`src/rtl/dmem_responder.sv`:
```
// Multi-cycle data-memory responder sitting behind the MEM stage.
// Optional misalign detection is enabled by defining DMEM_ALIGN_CHECK_EN.
module dmem_responder #(
    parameter int unsigned BASE_ADDR   = 1024,
    parameter int unsigned DEPTH       = 64,
    parameter int unsigned WAIT_CYCLES = 3
) (
    input  logic        clk,
    input  logic        rst,
    input  logic        mem_r_en,
    input  logic        mem_w_en,
    input  logic [31:0] addr,
    input  logic [31:0] wdata,
    output logic [31:0] rdata,
    output logic        ready,
    output logic        freeze
`ifdef DMEM_ALIGN_CHECK_EN
    ,
    output logic        misalign
`endif
);

    localparam int unsigned AW = (DEPTH > 1) ? $clog2(DEPTH) : 1;
    localparam int unsigned CW = (WAIT_CYCLES > 0) ? $clog2(WAIT_CYCLES + 1) : 1;

    typedef enum logic [1:0] {
        IDLE,
        BUSY,
        DONE
    } state_t;

    state_t state;
    state_t state_nx;

    logic [CW-1:0] cnt;
    logic          op_wr;
    logic [AW-1:0] idx_q;
    logic [31:0]   wdata_q;
    logic          mis_q;

    logic          req;
    logic          accept;
    logic          enter_done;
    logic [31:0]   offset;
    logic [AW-1:0] idx;
    logic          mis;
    logic          unused_bits;

    logic          sel_wr;
    logic [AW-1:0] sel_idx;
    logic [31:0]   sel_wdata;
    logic          sel_mis;

    logic [31:0]   mem [DEPTH];

    assign req    = mem_r_en | mem_w_en;
    assign accept = (state == IDLE) & req;
    assign offset = addr - 32'(BASE_ADDR);
    assign idx    = offset[AW+1:2];

    assign unused_bits = ^{offset[31:AW+2], offset[1:0]};

`ifdef DMEM_ALIGN_CHECK_EN
    assign mis = (addr[1:0] != 2'b00);
`else
    assign mis = 1'b0;
`endif

    // With zero wait states the commit happens on the accept edge, so the
    // live request must be used instead of the not-yet-latched copy.
    assign sel_wr    = (state == IDLE) ? mem_w_en : op_wr;
    assign sel_idx   = (state == IDLE) ? idx      : idx_q;
    assign sel_wdata = (state == IDLE) ? wdata    : wdata_q;
    assign sel_mis   = (state == IDLE) ? mis      : mis_q;

    assign enter_done = (state_nx == DONE) & (state != DONE);

    always_ff @(posedge clk) begin
        if (rst) begin
            state <= IDLE;
        end else begin
            state <= state_nx;
        end
    end

    always_comb begin
        state_nx = state;
        unique case (state)
            IDLE: begin
                if (req) begin
                    state_nx = (WAIT_CYCLES == 0) ? DONE : BUSY;
                end
            end
            BUSY: begin
                if (cnt == CW'(1)) begin
                    state_nx = DONE;
                end
            end
            DONE: state_nx = IDLE;
            default: state_nx = IDLE;
        endcase
    end

    always_comb begin
        ready  = (state == DONE);
        freeze = req & ~ready;
`ifdef DMEM_ALIGN_CHECK_EN
        misalign = (state == DONE) & mis_q;
`endif
    end

    always_ff @(posedge clk) begin
        if (rst) begin
            cnt <= '0;
        end else if (accept) begin
            cnt <= CW'(WAIT_CYCLES);
        end else if (state == BUSY) begin
            cnt <= cnt - CW'(1);
        end
    end

    always_ff @(posedge clk) begin
        if (rst) begin
            op_wr   <= 1'b0;
            idx_q   <= '0;
            wdata_q <= '0;
            mis_q   <= 1'b0;
        end else if (accept) begin
            op_wr   <= mem_w_en;
            idx_q   <= idx;
            wdata_q <= wdata;
            mis_q   <= mis;
        end
    end

    always_ff @(posedge clk) begin
        if (rst) begin
            rdata <= '0;
        end else if (enter_done & ~sel_wr) begin
            rdata <= sel_mis ? 32'h0 : mem[sel_idx];
        end
    end

    // Array is deliberately not cleared; reset only blocks a pending commit.
    always_ff @(posedge clk) begin
        if (~rst & enter_done & sel_wr & ~sel_mis) begin
            mem[sel_idx] <= sel_wdata;
        end
    end

endmodule

```
`config.mk`:
```
export PLATFORM = sky130hd
export DESIGN_NAME = dmem_responder
export DESIGN_NICKNAME = d
export VERILOG_FILES = /design/src/rtl/dmem_responder.sv
export SDC_FILE = /design/constraint.sdc
export NUM_CORES = 2
export LEC_CHECK = 0
export ABC_CLOCK_PERIOD_IN_PS = 5100
export BUFFER_PORTS_ARGS = -buffer_cell sky130_fd_sc_hd__buf_2
export CAP_MARGIN = 0
export CORE_AREA = 2 2 581 352
export CTS_CLUSTER_DIAMETER = 50
export CTS_CLUSTER_SIZE = 20
export DETAILED_ROUTE_END_ITERATION = 7
export DIE_AREA = 0 0 583 354
export HOLD_SLACK_MARGIN = 0.1
export SETUP_SLACK_MARGIN = 0.3
export SYNTH_ARGS = -nofsm -noshare
export SYNTH_HDL_FRONTEND = slang
export SYNTH_SLANG_ARGS = --single-unit
```
`constraint.sdc`:
```
create_clock -name clk -period 5.1 [get_ports clk]
set_clock_uncertainty 0.05 [all_clocks]
set_input_delay 0.255 -clock clk [delete_from_list [all_inputs] [get_ports clk]]
set_output_delay 0.255 -clock clk [all_outputs]
set_load 0.005 [all_outputs]
```
## Word level (Yosys, flattened, before mapping)

Memories as Yosys holds them, arrays and structs flattened. A register that Yosys moved wholly into a read port is not among the register bits.
Cells that the tools add are included.

| storage, ports and cells | value |
|---|---|
| flip-flop bits (word level) | 43 |
| memory bits (writable) | 2048 |
| bits of input ports | 68 |
| logic and storage cells | 35 |
| memories kept | 1 |

Memory list:

| memory | depth | bits a word | read ports | clocked after memory_dff | write ports | RTL line | RTL |
|---|---|---|---|---|---|---|---|
| mem | 64 | 32 | 1 | 1 | 1 | 54 | `logic [31:0] mem [DEPTH];` |

| operators by class | value |
|---|---|
| add/sub/neg operators | 2 |
| equal/unequal tests | 5 |
| mux-type cells | 10 |
| bitwise gates (word level) | 10 |
| reduce and logical (&&, ||, !) cells | 2 |

Operator list:

| kind | number |
|---|---|
| $mux W32 | 1 |
| $mux W2 | 4 |
| $sub A8 B1 Y8 const B | 1 |
| $and A1 B1 Y1 | 6 |
| $mux W6 | 1 |
| $eq A2 B1 Y1 const B | 2 |
| $eq A2 B2 Y1 const B | 2 |
| $pmux W2 S2 | 1 |
| $mux W1 | 3 |
| $not A1 Y1 | 3 |
| $logic_not A2 Y1 | 1 |
| $ne A2 B2 Y1 const B | 1 |
| $reduce_bool A2 Y1 | 1 |
| $sub A2 B1 Y2 const B | 1 |
| $or A1 B1 Y1 | 1 |

## Longest topological paths before layout

| depth | value |
|---|---|
| word-level depth | 9 |
| depth in mapped cells | 14 |

## Least setup slack after synthesis

Ideal clock, no wire load.

| path | value |
|---|---|
| path type | register to register |
| start point | reg state[1] |
| end point | mem mem[11][0] (enable) |
| library setup time | 0.421 ns |
| data arrival time | 3.453 ns |
| required time | 4.629 ns |
| setup slack | 1.176 ns |
| cell stages (with the launch flop) | 10 |
| buffers on the path | 5 |
| period minus slack after synthesis | 3.924 ns |
| path through | dfxtp_1 buf_6 or3_1 buf_2 o22ai_2 buf_2 buf_2 buf_2 nand2_1 nor2_1 |

| between the ends | value |
|---|---|
| word-level cells in the longest chain between the ends | 8 |
| elaborated cells between the ends (all ways) | 14 |

RTL lines:

| element | RTL line | RTL |
|---|---|---|
| start: declaration | 32 | `state_t state;` |
| start signal: assignment | 82 | `state <= state_nx;` |
| $eq A2 B1 Y1, or another cell as far along | 88 | `unique case (state)` |
| $pmux W2 S2 | 88 |  |
| $eq A2 B2 Y1 | 76 | `assign enter_done = (state_nx == DONE) & (state != DONE);` |
| $and A1 B1 Y1 | 76 |  |
| $and A1 B1 Y1 (2 in series) | 146 | `if (~rst & enter_done & sel_wr & ~sel_mis) begin` |
| $mux W1 | 146 |  |
| $mux W1 (not written as such) | 147 | `mem[sel_idx] <= sel_wdata;` |
| end: declaration | 54 |  |

Parallel ways exist; a longest one is shown, timed or not.

## Worst setup path after layout

| path | value |
|---|---|
| start point | reg state[1] |
| end point | mem mem[56][20] (enable) |

The elaborated chain is that of the path after synthesis.

==> impl_results.md <==
- Outcome: completed
- Post-CTS clock slew at the launch and capture registers of the worst setup and hold paths: 0.09 ns
- Shortest clock period the worst path allows after layout: 4.55 ns
- Critical path's largest stage delay: 0.94 ns
- # Post-CTS Setup Buffers: 0
- Endpoint class of the critical path: register
- CP max FO: 15
- Worst setup path startpoint: state[1]
- Clock H-tree levels: 4
- Most used flip-flop cell after synthesis: sky130_fd_sc_hd__edfxtp_1
- Max_cap viols: 0
- Clock tree from TritonCTS: yes
- Routed wire length per instance: 37.0 um
- Internal Dissipation: 26100 uW
- Number of DRC markers in iteration 0: 9689
- Master cell of the clock root buffer: sky130_fd_sc_hd__clkbuf_16
- Slew Limit Fails: 0
- Endpoint arrival time on the critical path: 4.99 ns
- First-pass GRT wire length: 398000 um
- Final instance count without filler cells: 7979
- First-pass iteration count of the detailed router: 8
- Synthesized cell area: 79900 sq um
- Yosys reg bits: 2123
- Clk buf depth: 4
- Post-synth net total: 5029
- Warnings from Yosys: 0
- Row count: 128
- Multiplexer share of the synthesized area: 3.62%
- Standard cell with the maximum stage delay on the critical path: sky130_fd_sc_hd__o22ai_4
- Number of hold buffers added after CTS: 41
- Mean cell area of the mapped netlist: 16.1 sq um
- Transition time of the tightest slew-check pin: 1.43 ns
- Top cell type's share of synthesized area: 76.9%
- Remaining design rule violation count: 0
- Dominant combinational cell family by area after synthesis: compound AO/OA/AOI/OAI gates
- Most used standard cell by instance count after synthesis: sky130_fd_sc_hd__edfxtp_1
- Count of buffering cells on the critical path with inverters included: 1
- Starting utilization of the core area: 39.7%
- Total Wirelength: 296000 um
- Simple-gate portion of the synthesized area: 5.32%
- Pin count of the biggest net entering global routing: 65
- Critical path's top delay family: simple AND/OR/NAND/NOR gates
- Number of antenna violations at the first check in global routing: 9
- Stages on the worst setup path: 5
- Power per cell area: 387 nW/um^2
- Number of buffers created by CTS: 138
- R2R cell count: 5
- IO buf count: 75
- Layout Area Growth over Synthesis: 13.5%
- Share of final-layout standard cells stronger than drive strength 1: 13.7%
- Sequential area share after synthesis: 78.8%
- Die width: 583 um
- Post-synthesis xor/xnor area fraction: 0.0110%
- Post-detailed-route count of antenna-violating nets: 0
- Fillers: 17500
- Die H: 354 um
- Relative slew slack: 4.95%
- Required time at the worst-slack endpoint: 5.54 ns
- Comb power frac: 11.6%
- Peak Freq: 0.220 GHz
- Nets: 5291
- Vias per Instance: 6.43
- CTS sink cnt: 2123
- Peak VDD IR: 250 uV
- Total negative setup slack: 0 ns
- Cell count after placement: 7706
- Setup crit start kind: register
- RD Place Congestion: 0.892
- Worst hold path class: in2reg
- Fraction of the mapped netlist area in adder cells: 0.0157%
- Core ar.: 201000 sq um
- Cell types with the largest area share after synthesis: sky130_fd_sc_hd__edfxtp_1 77%, sky130_fd_sc_hd__mux2i_1 3.4%, sky130_fd_sc_hd__a22oi_1 3.1%
- Instance count of the mapped netlist: 4960
- Switching fraction of total power: 25.5%
- Endpoints failing setup: 0
- Clock latency on the worst-skew pair: 0.82 ns
- Unrepaired setup endpoints after global routing: false
- Leak: 0.0290 uW
- Boundary Pins: 102
- Reported net switching power: 8950 uW
- Vias after detailed routing: 51300
- Commonest cells post-synth: 2048 x sky130_fd_sc_hd__edfxtp_1, 647 x sky130_fd_sc_hd__nand2_1, 328 x sky130_fd_sc_hd__a22oi_1
- Global-route usage over all layers: 27.9%
- Number of flops mapped to enable cells by yosys: 2048
- Worst path cell trace: or3_1 -> o22ai_4 -> nand2_1 -> nor2_4 -> buf_12
- Crit path to: mem[56][20]
- Relative contribution of the clock network to total power: 32.3%
- Reg-to-reg critical path endpoint: mem[56][20]
- Hold slack final: 0.123 ns
- Type of the setup path with the least slack: reg2reg
- Worst Min Path Start: mem_r_en
- DP Wirelength: 178000 um
- Overall die area: 206000 sq um
- Hold Violations, Final: 0
- Cell taking the most area after synthesis: sky130_fd_sc_hd__edfxtp_1
- Unique cell type count in the Yosys netlist: 67
- Final period util: 89.3%
- Compound-gate portion of the synthesized area: 10.5%
- Critical R2R Launch: state[1]
- Count of instances resized after the clock tree is built: 0
- Sequential share of power: 56.0%
- Register-to-register setup slack: 0.55 ns
- Via count of the first global-routing pass: 46900
- Sum of overflow across all layers after global routing: 0
- Synth async-reset ratio: 0%
## kinds of logic after synthesis
logic type	after synthesis
AO/OA/AOI/OAI	1241
XOR/XNOR	1
adder cells (fa/ha/maj)	1
buffers and inverters	308
flip-flops	2123
multiplexers	286
AND/OR/NAND/NOR	1000
## flip-flops by register name (all words and copies together), names as in the netlist
signal and count:
cnt 2, idx_q 6, mem 2048, op_wr 1, rdata 32, state 2
wdata_q 32
## metal layers
metal / GRT usage (%) / vias to the layer above / wire (um) / share of wire [%]
met5: 0 / - / 20 / 0.0068
met1: 41.7 / 26400 / 118000 / 40
met3: 9.58 / 548 / 47500 / 16
met2: 38.4 / 4216 / 120000 / 41
li1: - / 20200 / - / -
met4: 7.77 / 4 / 9800 / 3.3
## tightest hold or removal path, stage by stage
cell and delay (ns):
sky130_fd_sc_hd__buf_2 0.14, sky130_fd_sc_hd__o21ai_4 0.31, sky130_fd_sc_hd__nand2_1 0.17, sky130_fd_sc_hd__a21oi_1 0.06
## per-stage QoR
| step | util (%) | area [sq um] | worst slack, ns | total power (uW) |
|---|---|---|---|---|
| after global routing | 45.0 | 90700 | 0.554 | 35800 |
| final | 45.0 | 90700 | 0.545 | 35100 |
| after CTS | 45.0 | 90700 | 0.680 | 34900 |
| after detailed placement | 42.8 | 86200 | 0.734 | 23900 |
| after global placement | 42.8 | 86200 | 0.735 | 23900 |
| after floorplan | - | 79900 | 1.18 | 22000 |
## power by group through the flow
| stage | clock [uW] | combinational (uW) | sequential (uW) |
|---|---|---|---|
| floorplan | 0 | 1960 | 20000 |
| global placement | 0 | 3840 | 20000 |
| detailed placement | 0 | 3900 | 20000 |
| CTS | 11400 | 3940 | 19600 |
| global route | 12000 | 4190 | 19600 |
| finish | 11300 | 4080 | 19600 |
## area by class of cell
cell class                 instances  area, sq um  area share [%]
sequential                      2123        63000            69.5
multi-input combinational       2529        16400            18.0
timing repair buffer             428         3860            4.25
clock buffer                     203         3790            4.18
inverter                           2         7.51         0.00828
antenna                            5         12.5          0.0138
tap                             2665         3330            3.68
clock inverter                    24          328           0.361
## worst min path at each step
| stage | to | slack (ns) | cells after the start |
|---|---|---|---|
| global placement | wdata_q[25] | 0.39 | 2 |
| finish | idx_q[3] | 0.12 | 4 |
| detailed placement | wdata_q[25] | 0.40 | 2 |
| CTS | state[0] | 0.11 | 3 |
| floorplan | wdata_q[0] | 0.34 | 2 |
| global route | idx_q[0] | 0.17 | 4 |
## layout by cell type, fill, tap and decap left out, types with 29 or more instances in the layout
cell type                       count
sky130_fd_sc_hd__dlygate4sd3_1     41
sky130_fd_sc_hd__clkbuf_16        140
sky130_fd_sc_hd__a21oi_1          211
sky130_fd_sc_hd__a222oi_1          29
sky130_fd_sc_hd__buf_12            58
sky130_fd_sc_hd__buf_4            255
sky130_fd_sc_hd__nand2_1          608
sky130_fd_sc_hd__nor4_1            34
sky130_fd_sc_hd__edfxtp_1        2048
sky130_fd_sc_hd__dfxtp_1           75
sky130_fd_sc_hd__nand3_1           30
sky130_fd_sc_hd__o22ai_1           98
sky130_fd_sc_hd__a22oi_1          328
sky130_fd_sc_hd__mux2i_1          268
sky130_fd_sc_hd__clkbuf_1          57
sky130_fd_sc_hd__a22o_1            55
sky130_fd_sc_hd__buf_2             74
sky130_fd_sc_hd__nor2_4            72
sky130_fd_sc_hd__nor3_1            30
sky130_fd_sc_hd__a221oi_1          81
sky130_fd_sc_hd__a31oi_1           89
sky130_fd_sc_hd__nand4_1           44
sky130_fd_sc_hd__nand2_2           37
sky130_fd_sc_hd__o21ai_0          222
sky130_fd_sc_hd__nor2_1            63
No activity file was read; power rests on OpenSTA's default activity.
